`config.mk`:
```
export PLATFORM = sky130hd
export DESIGN_NAME = store_merge_unit
export DESIGN_NICKNAME = d
export VERILOG_FILES = /design/src/rtl/store_merge_unit.sv
export SDC_FILE = /design/constraint.sdc
export NUM_CORES = 1
export LEC_CHECK = 0
export CELL_PAD_IN_SITES_DETAIL_PLACEMENT = 0
export CELL_PAD_IN_SITES_GLOBAL_PLACEMENT = 1
export CORE_MARGIN = 5
export CORE_UTILIZATION = 36
export DETAILED_ROUTE_END_ITERATION = 7
export PLACE_DENSITY_LB_ADDON = 0.1
export REMOVE_ABC_BUFFERS = 1
export SETUP_SLACK_MARGIN = 0.1
export SLEW_MARGIN = 20
export SYNTH_ARGS = -nofsm -noshare
export SYNTH_HDL_FRONTEND = slang
export SYNTH_SLANG_ARGS = --single-unit
export TNS_END_PERCENT = 20
```
`constraint.sdc`:
```
create_clock -name clk -period 3.15 [get_ports clk]
set_input_delay 0.63 -clock clk [delete_from_list [all_inputs] [get_ports clk]]
set_output_delay 0.63 -clock clk [all_outputs]
set_load 0.01 [all_outputs]
```
`src/rtl/store_merge_unit.sv`:
```
// store_merge_unit
// Narrows a 32-bit register value to byte/halfword/word and merges it into a
// word-addressed data memory. Sub-word stores (SB/SH) run a read-modify-write
// sequence; word stores (SW) write the word directly. Misaligned or reserved-size
// requests are rejected with a one-cycle misaligned pulse and no memory access.
// All outputs are registers updated together with the state register, so each
// output reflects the state the FSM has just entered.

module store_merge_unit #(
    parameter int ADDR_W     = 32,
    parameter bit BIG_ENDIAN = 1'b0
) (
    input  logic              clk,
    input  logic              rst_n,
    input  logic              start,
    input  logic [1:0]        size,
    input  logic [ADDR_W-1:0] addr,
    input  logic [31:0]       wdata,
    output logic              busy,
    output logic              done,
    output logic              misaligned,
    output logic [ADDR_W-1:0] mem_addr,
    output logic              mem_re,
    input  logic [31:0]       mem_rdata,
    output logic              mem_we,
    output logic [31:0]       mem_wdata
);

    typedef enum logic [2:0] {
        S_IDLE  = 3'd0,
        S_READ  = 3'd1,
        S_MERGE = 3'd2,
        S_WRITE = 3'd3,
        S_DONE  = 3'd4,
        S_ERR   = 3'd5
    } state_t;

    localparam logic [1:0] SZ_BYTE = 2'b00;
    localparam logic [1:0] SZ_HALF = 2'b01;
    localparam logic [1:0] SZ_WORD = 2'b10;

    state_t            state_r;
    logic [1:0]        size_r;
    logic [1:0]        offset_r;
    logic [15:0]       wdata_r;
    logic              busy_r;
    logic              done_r;
    logic              misaligned_r;
    logic              mem_re_r;
    logic              mem_we_r;
    logic [ADDR_W-1:0] mem_addr_r;
    logic [31:0]       mem_wdata_r;

    // A request is rejected when the store would straddle a word lane boundary
    // or uses the reserved size encoding.
    function automatic logic is_misaligned(input logic [1:0] sz, input logic [1:0] off);
        logic bad;
        case (sz)
            SZ_BYTE: bad = 1'b0;
            SZ_HALF: bad = off[0];
            SZ_WORD: bad = (off != 2'b00);
            default: bad = 1'b1;
        endcase
        return bad;
    endfunction

    // Replace the addressed byte or halfword lane of the old word; other lanes
    // pass through. Big-endian mirrors the lane numbering within the word.
    function automatic logic [31:0] merge_lanes(input logic [31:0] old_word,
                                                input logic [1:0]  sz,
                                                input logic [1:0]  off,
                                                input logic [15:0] data);
        logic [31:0] res;
        logic [1:0]  byte_lane;
        logic        half_lane;
        res       = old_word;
        byte_lane = BIG_ENDIAN ? (2'd3 - off) : off;
        half_lane = BIG_ENDIAN ? ~off[1] : off[1];
        case (sz)
            SZ_BYTE: res[{byte_lane, 3'b000} +: 8]   = data[7:0];
            SZ_HALF: res[{half_lane, 4'b0000} +: 16] = data;
            default: res = old_word;
        endcase
        return res;
    endfunction

    // Store sequencing FSM: captures the request, drives the memory strobes and
    // raises the completion/rejection pulses.
    always_ff @(posedge clk or negedge rst_n) begin
        if (!rst_n) begin
            state_r      <= S_IDLE;
            size_r       <= 2'b00;
            offset_r     <= 2'b00;
            wdata_r      <= 16'h0000;
            busy_r       <= 1'b0;
            done_r       <= 1'b0;
            misaligned_r <= 1'b0;
            mem_re_r     <= 1'b0;
            mem_we_r     <= 1'b0;
            mem_addr_r   <= '0;
            mem_wdata_r  <= 32'h0000_0000;
        end else begin
            done_r       <= 1'b0;
            misaligned_r <= 1'b0;
            mem_re_r     <= 1'b0;
            mem_we_r     <= 1'b0;
            case (state_r)
                S_IDLE: begin
                    if (start) begin
                        size_r     <= size;
                        offset_r   <= addr[1:0];
                        wdata_r    <= wdata[15:0];
                        mem_addr_r <= {addr[ADDR_W-1:2], 2'b00};
                        busy_r     <= 1'b1;
                        if (is_misaligned(size, addr[1:0])) begin
                            state_r      <= S_ERR;
                            misaligned_r <= 1'b1;
                        end else if (size == SZ_WORD) begin
                            state_r     <= S_WRITE;
                            mem_we_r    <= 1'b1;
                            mem_wdata_r <= wdata;
                        end else begin
                            state_r  <= S_READ;
                            mem_re_r <= 1'b1;
                        end
                    end else begin
                        busy_r <= 1'b0;
                    end
                end
                S_READ: begin
                    // Memory returns the old word during MERGE.
                    state_r <= S_MERGE;
                end
                S_MERGE: begin
                    state_r     <= S_WRITE;
                    mem_we_r    <= 1'b1;
                    mem_wdata_r <= merge_lanes(mem_rdata, size_r, offset_r, wdata_r);
                end
                S_WRITE: begin
                    state_r <= S_DONE;
                    done_r  <= 1'b1;
                end
                S_DONE: begin
                    state_r <= S_IDLE;
                    busy_r  <= 1'b0;
                end
                S_ERR: begin
                    state_r <= S_IDLE;
                    busy_r  <= 1'b0;
                end
                default: begin
                    state_r <= S_IDLE;
                    busy_r  <= 1'b0;
                end
            endcase
        end
    end

    assign busy       = busy_r;
    assign done       = done_r;
    assign misaligned = misaligned_r;
    assign mem_re     = mem_re_r;
    assign mem_we     = mem_we_r;
    assign mem_addr   = mem_addr_r;
    assign mem_wdata  = mem_wdata_r;

endmodule
```
==> flow_summary_export.csv, run 1 <==
group,metric,value,unit
timing,finalSetupViolations,0,
floorplanning,coreArea,0.01211,sq mm
cts,clock-sinks,90,
cts,cts_hold_buf,0,
logic_synthesis,synth_area,0.004498,sq mm
place,dp_hpwl,9860,um
logic_synthesis,synthCells,403,
cts,clock_path_buffers,2,
setup_path,crit_path_start_kind,"flip-flop",
route,dr.pass1.iters,4,
timing,hold_slack,0.3910,ns
power,powerDensity,987.6,mW/mm^2
timing,max_slew_margin,31.84,%
setup_path,end_kind,"flip-flop",
route,vias,3873,
timing,min_period_over_period,78.07,%
route,ant_nets,0,
logic_synthesis,synth_area_leaders,"dfrtp_1 50%, mux2_1 12%, a221oi_1 4.1%",
cts,clock-root-buffer,"clkbuf_16",
place,numPortBuffers,167,
final_layout,area_growth,45.90,%
timing,period_needed,2.459,ns
grt,grtUsageTotal,18.97,%
status,outcome,"completed",
power,leakage,2.662,nW
logic_synthesis,synthTopCellsByCount,"90 x dfrtp_1, 48 x mux2_1, 40 x nand2_1",
timing,rsz0062_at_grt,"false",
cts,htreeDepth,3,
cts,cts.clk_slew.worst_paths,0.07,ns
logic_synthesis,synth_top_area_cell,"dfrtp_1",
setup_path,critPathMaxFanout,9,
final_layout,multiInputGateArea,0.002056,sq mm
route,routedWlPerCell,19.36,um
route,drt_iter0_markers,195,
final_layout,antenna_cells,0,
logic_synthesis,synth.distinct_cells,49,
logic_synthesis,avgSynthCellArea,11.16,sq um
cts,cts_buffers,9,
logic_synthesis,ys.flop_type,"dfrtp_1",
cts,cts_setup_buffers,0,
logic_synthesis,synth-edff-count,0,
final_layout,seqCellArea,0.002252,sq mm
setup_path,cpPeakStageDelay,0.53,ns
setup_path,critical_path_class,"reg -> reg",
grt,grt_pass1_vias,4082,
final_layout,drive_gt1_share,6.595,%
setup_path,timing.critical_path.cells,"inv_1, ha_1, nor4_4, and4_1, a221oi_1, o2bb2ai_1",
final_layout,nNetsFinal,663,
logic_synthesis,synth_top_cell_area_share,50.07,%
floorplanning,fp.dieH,121.8,um
timing,fin_skew,0.009133,ns
logic_synthesis,synthArstFlopShare,100.0,%
setup_path,arrival,2.72,ns
floorplanning,dieArea,0.01483,sq mm
cts,cts_tree,"yes",
setup_path,cp.required,3.41,ns
power,ir_drop,0.0004765,V
setup_path,cp_top_family,"simple AND/OR/NAND/NOR gates",
place,gp_congestion,0.7745,
final_layout,design_area,0.006563,sq mm
route,viasPerCell,5.313,
floorplanning,ios,170,
timing,slew_violations,0,
grt,grt_remaining_overflow,0,
setup_path,cp.buffers_inverters,1,
grt,antenna_found_initial,0,
cts,clkLatencyLatePin,0.35,ns
route,drc,0,
logic_synthesis,yosysMostFrequentCell,"dfrtp_1",
floorplanning,rows,40,
setup_path,cp_slowest_cell,"dfrtp_1",
timing,max_freq,0.4066,GHz
grt,grt_pass1_wl,21830,um
timing,worst_slew_pin_slew,1.022,ns
floorplanning,die-width,121.8,um
logic_synthesis,seq_area_frac_synth,50.07,%
route,wirelength,14120,um
cts,cts_resized,0,
floorplanning,start_util,37.14,%
hold_path,hp-class,"in -> async",
grt,grt_max_degree,67,
final_layout,fill_cells,1126,
logic_synthesis,yosysWarnings,0,
logic_synthesis,synth-seq-cells,90,
place,place_area,0.006294,sq mm
timing,hold_viol,0,
flow_run,cap_viol_max_count,0,
-- routing by layer --
metal | up-vias | wire length (um) | global-route usage, %
met3 | 19 | 1201 | 6.314
met4 | 0 | 238 | 6.653
li1 | 1810 | - | -
met2 | 138 | 6784 | 31.25
met1 | 1906 | 5892 | 23.31
met5 | - | 0 | 0
-- worst paths after layout --
kind,startpoint,endpoint,slack [ns],cells after the start
min reg2reg,mem_addr[7]$_DFFE_PN0P_,mem_addr[7]$_DFFE_PN0P_,0.48,1
max,offset_r[0]$_DFFE_PN0P_,mem_wdata[10]$_DFFE_PN0P_,0.69,6
max reg2reg,offset_r[0]$_DFFE_PN0P_,mem_wdata[10]$_DFFE_PN0P_,0.69,6
min in group clk,mem_addr[7]$_DFFE_PN0P_,mem_addr[7]$_DFFE_PN0P_,0.48,1
min,rst_n,mem_wdata[29]$_DFFE_PN0P_,0.39,1
max in group asynchronous,rst_n,mem_wdata[2]$_DFFE_PN0P_,2.01,2
-- cell usage in the layout, fill, tap and decap left out, drive strengths merged, types with 8 or more instances in the layout --
cell	n
clkdlybuf4s50	166
dfrtp	90
mux2	48
nand2	40
a21oi	25
a221oi	24
o2bb2ai	14
nor2	14
o21ai	13
clkbuf	11
buf	10
nand3	9
nor3	9
and3	8
a21o	8
a211oi	8
inv	8
-- flip-flops by register name, indices dropped and copies added (netlist names) --
| register | count |
|---|---|
| busy | 1 |
| done | 1 |
| mem_addr | 30 |
| mem_re | 1 |
| mem_wdata | 32 |
| mem_we | 1 |
| misaligned | 1 |
| offset_r | 2 |
| size_r | 2 |
| state_r | 3 |
| wdata_r | 16 |
-- power breakdown --
group / internal, mW / switching [mW]
clock: 0.553 / 0.458
sequential: 1.75 / 0.524
combinational: 1.70 / 1.50
total: 4.00 / 2.48
-- final cells by class --
class | count | share of cell area, %
clock buffer | 11 | 3.699
clock inverter | 4 | 0.4004
inverter | 7 | 0.4004
multi-input combinational | 273 | 31.33
sequential | 90 | 34.32
tap | 168 | 3.203
timing repair buffer | 176 | 26.65
-- worst register-to-register path: stages (launching register included) --
cell and delay [ns]:
dfrtp_1 0.53, inv_1 0.17, ha_1 0.29, nor4_4 0.50
and4_1 0.52, a221oi_1 0.18, o2bb2ai_1 0.18
-- logic make-up after synthesis --
group | after synthesis | synth area share (%)
fa+ha+maj | 5 | 1.391
other cells | 1 | 0.08337
compound gates | 117 | 19.05
simple gates | 98 | 12.04
mux | 51 | 12.68
flops | 90 | 50.07
buf+inv | 41 | 4.673
-- through the flow --
stage | setup TNS (ns) | instances | setup slack (ns) | total power [mW] | util (%)
3_5_place_dp | 0 | 714 | 0.5754 | 5.515 | 51.96
6_report | 0 | 729 | 0.6907 | 6.481 | 54.18
3_3_place_gp | 0 | 714 | 0.4807 | 5.430 | 51.94
2_1_floorplan | -133.64 | 370 | -2.403 | 3.856 | -
4_1_cts | 0 | 729 | 0.7111 | 6.558 | 54.18
5_1_grt | 0 | 729 | 0.5558 | 6.915 | 54.18
Power figures use the tool's default switching activity.
==> run 2: changes to the inputs <==
--- a/config.mk
+++ b/config.mk
@@ -8,7 +8,7 @@
 export CELL_PAD_IN_SITES_DETAIL_PLACEMENT = 0
 export CELL_PAD_IN_SITES_GLOBAL_PLACEMENT = 1
 export CORE_MARGIN = 5
-export CORE_UTILIZATION = 36
+export CORE_UTILIZATION = 34
 export DETAILED_ROUTE_END_ITERATION = 7
 export PLACE_DENSITY_LB_ADDON = 0.1
 export REMOVE_ABC_BUFFERS = 1
==> constraint.sdc (replaced) <==
create_clock -name clk -period 2.37 [get_ports clk]
set_input_delay 0.474 -clock clk [delete_from_list [all_inputs] [get_ports clk]]
set_output_delay 0.474 -clock clk [all_outputs]
set_load 0.01 [all_outputs]
==> flow_summary_export.csv, run 2 (synthesized netlist as in run 1, its figures left out) <==
group,metric,value,unit
final_layout,final_common_cell,"clkdlybuf4s50_1",
route,viasPerCell,5.178,
setup_path,reg2reg_to,"mem_wdata[1]$_DFFE_PN0P_",
final_layout,drive_gt1_share,8.042,%
setup_path,arrival,2.29,ns
final_layout,area_growth,48.68,%
setup_path,cp_slowest_cell,"nor4b_4",
cts,clock-sinks,90,
setup_path,critPathMaxFanout,8,
final_layout,antenna_cells,0,
cts,cts_buffers,9,
final_layout,layout_common_cells,"166 x clkdlybuf4s50_1, 90 x dfrtp_1, 48 x mux2_1, 40 x nand2_1, 25 x a21oi_1",
power,leakage,2.734,nW
setup_path,end_kind,"flip-flop",
flow_run,cap_viol_max_count,0,
setup_path,r2r_start,"offset_r[1]$_DFFE_PN0P_",
floorplanning,dieArea,0.01563,sq mm
hold_path,whs_endpoint,"mem_addr[28]$_DFFE_PN0P_",
grt,grt_pass1_vias,4253,
grt,use_met1,22.56,%
route,ant_nets,0,
route,drc,0,
final_layout,fill_cells,1195,
floorplanning,coreArea,0.01309,sq mm
timing,max_freq,0.4896,GHz
power,clock_power_share,16.4,%
power,internal_power,5.477,mW
cts,htreeDepth,3,
hold_path,hold_depth,1,
setup_path,cpPeakStageDelay,0.60,ns
power,ir_drop,0.0006300,V
route,dr.pass1.iters,4,
timing,min_period_over_period,86.19,%
setup_path,timing.critical_path.cells,"inv_1, ha_1, nor4b_4, a221oi_1, a211oi_1",
timing,slew_violations,0,
hold_path,hp-class,"reg -> reg",
final_layout,largest_reg_flops,32,
floorplanning,start_util,34.38,%
setup_path,r2r_slack,0.33,ns
power,powerDensity,1312,mW/mm^2
grt,grt_pass1_wl,22980,um
setup_path,cp.required,2.62,ns
floorplanning,ios,170,
final_layout,final_core_util,51.11,%
final_layout,seqCellArea,0.002252,sq mm
hold_path,hold_start,"mem_addr[28]$_DFFE_PN0P_",
grt,antenna_found_initial,0,
timing,setup_tns,0,ns
floorplanning,rows,42,
power,pwr-share-comb,49.7,%
route,wirelength,14300,um
floorplanning,fp.dieH,125.0,um
grt,grt_max_degree,46,
grt,grtUsageTotal,18.34,%
route,routedWlPerCell,19.12,um
grt,met2_usage,30.37,%
timing,max_slew_margin,49.31,%
place,gp_congestion,0.7695,
setup_path,critical_path_class,"reg -> reg",
final_layout,nNetsFinal,673,
cts,clock-root-buffer,"clkbuf_16",
final_layout,multiInputGateArea,0.002053,sq mm
setup_path,crit_path_start_kind,"flip-flop",
timing,rsz0062_at_grt,"false",
timing,worst_slew_pin_slew,0.7587,ns
place,dpl_worst_slack,0.1059,ns
floorplanning,die-width,125.0,um
timing,hold_slack,0.4825,ns
cts,cts.clk_slew.worst_paths,0.06,ns
grt,use_met3,6.439,%
cts,clock_path_buffers,2,
timing,period_needed,2.043,ns
power,pwr-share-seq,33.8,%
cts,cts_tree,"yes",
place,dp_hpwl,10260,um
cts,clkLatencyLatePin,0.34,ns
power,swShare,37.60,%
status,outcome,"completed",
route,vias,3873,
place,numPortBuffers,167,
timing,hold_viol,0,
route,drt_iter0_markers,207,
timing,finalSetupViolations,0,
power,total_power,8.777,mW
power,switching_power,3.300,mW
grt,grt_remaining_overflow,0,
cts,cts_resized,0,
timing,fin_ws,0.3274,ns
setup_path,reg2reg_depth,5,
timing,fin_skew,0.009225,ns
grt,busiest_layer,"met2",
-- run 2: changes by cell type in the layout (fill, tap and decap cells not counted), sizes merged --
cell         change
buf              +9
bufinv           +1
clkinv           +2
clkinvlp         -1
dlygate4sd3      +1
inv              -1
-- run 2: per-stage QoR --
| step | cells | cell area, sq um |
|---|---|---|
| after floorplan | 370 | 4318 |
| after global placement | 731 | 6381 |
| after detailed placement | 731 | 6381 |
| after CTS | 748 | 6688 |
| after global routing | 748 | 6688 |
| final | 748 | 6688 |
-- run 2: layout make-up --
cell class                      instances  area share, %
Inverter                                7         0.3929
Sequential cell                        90          33.68
Timing Repair Buffer                  186          27.50
Multi-Input combinational cell        273          30.70
Clock buffer                           11          3.630
Tap cell                              176          3.293
Clock inverter                          5         0.8045
-- run 2: metal layers --
metal	share of wire, %	vias up
li1	-	1833
met1	42	1896
met2	48	129
met3	8.4	15
met4	1.3	0
met5	0	-
-- run 2: power groups by stage --
stage / combinational (mW) / clock, mW / sequential [mW]
after floorplan: 1.95 / 0 / 3.18
after global placement: 4.35 / 0 / 2.97
after detailed placement: 4.41 / 0 / 2.99
after CTS: 4.43 / 1.50 / 2.97
after global routing: 4.75 / 1.56 / 3.08
final: 4.37 / 1.44 / 2.97
-- run 2: how the worst max path moves through the flow --
stage                             from                        end  slack (ns)  cells past startpoint
2_1_floorplan   state_r[0]$_DFFE_PN0N_  mem_wdata[10]$_DFFE_PN0P_       -3.06                      4
3_3_place_gp                     start  mem_wdata[14]$_DFFE_PN0P_        0.15                      6
3_5_place_dp                     start   mem_wdata[6]$_DFFE_PN0P_        0.11                      6
4_1_cts        offset_r[1]$_DFFE_PN0P_   mem_wdata[1]$_DFFE_PN0P_        0.31                      5
5_1_grt        offset_r[1]$_DFFE_PN0P_   mem_wdata[0]$_DFFE_PN0P_        0.18                      5
6_report       offset_r[1]$_DFFE_PN0P_   mem_wdata[1]$_DFFE_PN0P_        0.33                      5
-- run 2: critical path, delay by kind of cell, from the launching register on --
family / cells / cell delay, ns
AOI/OAI and AO/OA: 2 / 0.45
and+or+nand+nor: 1 / 0.60
buffers and inverters: 1 / 0.16
adders and majority gates: 1 / 0.36
DFF: 1 / 0.38
-- run 2: repair_timing --
action                                 in CTS  in global routing
endpoints found under the hold margin       5                  0
buffers inserted                            0                  0
hold buffers                                1                  0
==> run 3: changes to the inputs <==
--- a/config.mk
+++ b/config.mk
@@ -7,12 +7,12 @@
 export LEC_CHECK = 0
 export CELL_PAD_IN_SITES_DETAIL_PLACEMENT = 0
 export CELL_PAD_IN_SITES_GLOBAL_PLACEMENT = 1
-export CORE_MARGIN = 5
 export CORE_UTILIZATION = 34
 export DETAILED_ROUTE_END_ITERATION = 7
 export PLACE_DENSITY_LB_ADDON = 0.1
 export REMOVE_ABC_BUFFERS = 1
 export SETUP_SLACK_MARGIN = 0.1
+export SKIP_CTS_REPAIR_TIMING = 1
 export SLEW_MARGIN = 20
 export SYNTH_ARGS = -nofsm -noshare
 export SYNTH_HDL_FRONTEND = slang
==> flow_summary_export.csv, run 3 (synthesized netlist as in run 1, its figures left out) <==
group,metric,value,unit
floorplanning,fp.dieH,117.0,um
setup_path,cp_top_family,"simple AND/OR/NAND/NOR gates",
timing,hold_viol,0,
setup_path,endpoint,"mem_wdata[5]$_DFFE_PN0P_",
route,drc,0,
cts,cts_tree,"yes",
final_layout,seqCellArea,0.002252,sq mm
flow_run,cap_viol_max_count,0,
setup_path,r2r_slack,0.31,ns
timing,hold_slack,0.07411,ns
timing,fin_ws,0.3140,ns
timing,min_period_over_period,86.75,%
floorplanning,coreArea,0.01277,sq mm
setup_path,end_kind,"flip-flop",
route,wirelength,13420,um
route,viasPerCell,5.201,
setup_path,cp.required,2.62,ns
final_layout,layout_common_cells,"166 x clkdlybuf4s50_1, 90 x dfrtp_1, 48 x mux2_1, 40 x nand2_1, 25 x a21oi_1",
power,pwr-share-seq,34.2,%
setup_path,cp.buffers_inverters,1,
final_layout,final_common_cell,"clkdlybuf4s50_1",
setup_path,critical_path_class,"reg -> reg",
setup_path,arrival,2.30,ns
grt,grt_pass1_vias,3908,
timing,max_freq,0.4864,GHz
final_layout,nNetsFinal,673,
final_layout,area_growth,48.04,%
timing,slew_violations,0,
floorplanning,dieArea,0.01369,sq mm
cts,cts.clk_slew.worst_paths,0.06,ns
grt,grtUsageTotal,20.53,%
route,dr.pass1.iters,4,
power,switching_power,3.248,mW
place,dpl_worst_slack,0.09882,ns
timing,fin_skew,0.008153,ns
power,internal_power,5.402,mW
final_layout,drive_gt1_share,8.056,%
power,clock_power_share,15.6,%
setup_path,r2r_start,"offset_r[1]$_DFFE_PN0P_",
cts,clock-sinks,90,
timing,worst_slew_pin_slew,0.7741,ns
floorplanning,rows,41,
final_layout,largest_reg_flops,32,
power,pwr-share-comb,50.3,%
power,powerDensity,1299,mW/mm^2
timing,period_needed,2.056,ns
route,vias,3864,
route,drt_iter0_markers,232,
place,dp_hpwl,9374,um
final_layout,fill_cells,1181,
cts,cts_buffers,9,
setup_path,reg2reg_depth,5,
place,gp_congestion,0.7882,
setup_path,worstSetupPathDepth,5,
place,numPortBuffers,167,
route,routedWlPerCell,18.06,um
grt,grt_max_degree,59,
power,ir_drop,0.0006969,V
cts,clkLatencyLatePin,0.34,ns
final_layout,antenna_cells,0,
cts,htreeDepth,3,
setup_path,cp_slowest_cell,"nor4b_4",
grt,antenna_found_initial,0,
power,total_power,8.650,mW
cts,clock_path_buffers,2,
timing,max_slew_margin,48.34,%
grt,grt_pass1_wl,21110,um
setup_path,reg2reg_to,"mem_wdata[5]$_DFFE_PN0P_",
hold_path,hp-class,"in -> async",
setup_path,cpPeakStageDelay,0.62,ns
timing,rsz0062_at_grt,"false",
grt,grt_remaining_overflow,0,
setup_path,critPathMaxFanout,8,
floorplanning,die-width,117.0,um
route,ant_nets,0,
timing,finalSetupViolations,0,
power,swShare,37.55,%
setup_path,timing.critical_path.cells,"inv_1, ha_1, nor4b_4, a221oi_1, a211oi_1",
floorplanning,ios,170,
status,outcome,"completed",
power,leakage,2.716,nW
setup_path,crit_path_start_kind,"flip-flop",
final_layout,multiInputGateArea,0.002056,sq mm
cts,clock-root-buffer,"clkbuf_16",
setup_path,crit_start,"offset_r[1]$_DFFE_PN0P_",
floorplanning,start_util,35.21,%
final_layout,final_core_util,52.13,%
[run 3: cell type report]
type | instances | share of cell area, %
timing repair buffer | 186 | 27.58
clock inverter | 2 | 0.1879
multi-input combinational | 273 | 30.87
tap | 172 | 3.232
clock buffer | 13 | 3.908
sequential | 90 | 33.82
inverter | 7 | 0.3946
[run 3: through the flow]
step | setup TNS [ns] | instances | area (sq um)
5_1_grt | 0 | 743 | 6659
3_3_place_gp | -1.046 | 728 | 6384
4_1_cts | 0 | 743 | 6659
2_1_floorplan | -190.12 | 370 | 4318
6_report | 0 | 743 | 6659
3_5_place_dp | 0 | 728 | 6386
[run 3: worst min-delay path by stage]
stage          start                   endpoint  cells past startpoint  slack [ns]
2_1_floorplan  rst_n           busy$_DFFE_PN0N_                      0        0.18
3_3_place_gp   rst_n  mem_wdata[29]$_DFFE_PN0P_                      1        0.45
3_5_place_dp   rst_n  mem_wdata[29]$_DFFE_PN0P_                      1        0.46
4_1_cts        rst_n  mem_wdata[29]$_DFFE_PN0P_                      1        0.08
5_1_grt        rst_n  mem_wdata[29]$_DFFE_PN0P_                      1        0.10
6_report       rst_n  mem_wdata[28]$_DFFE_PN0P_                      1        0.07
[run 3: power by group through the flow]
stage | clock [mW] | sequential [mW] | combinational (mW)
detailed placement | 0 | 2.98 | 4.39
global placement | 0 | 2.96 | 4.32
finish | 1.35 | 2.95 | 4.35
CTS | 1.40 | 2.97 | 4.41
floorplan | 0 | 3.18 | 1.95
global route | 1.45 | 3.06 | 4.78
[run 3: worst reg2reg max path, cell delays in order, from the launching register on]
cell,delay [ns]
dfrtp_1,0.38
inv_1,0.16
ha_1,0.36
nor4b_4,0.62
a221oi_1,0.19
a211oi_1,0.25
[run 3: layer usage]
layer | vias to the layer above | GRT usage, % | share of wire [%]
met3 | 5 | 7.261 | 7.0
met1 | 1919 | 26.92 | 44
met5 | - | 0 | 0
li1 | 1825 | - | -
met2 | 115 | 32.82 | 49
met4 | 0 | 4.219 | 0.63
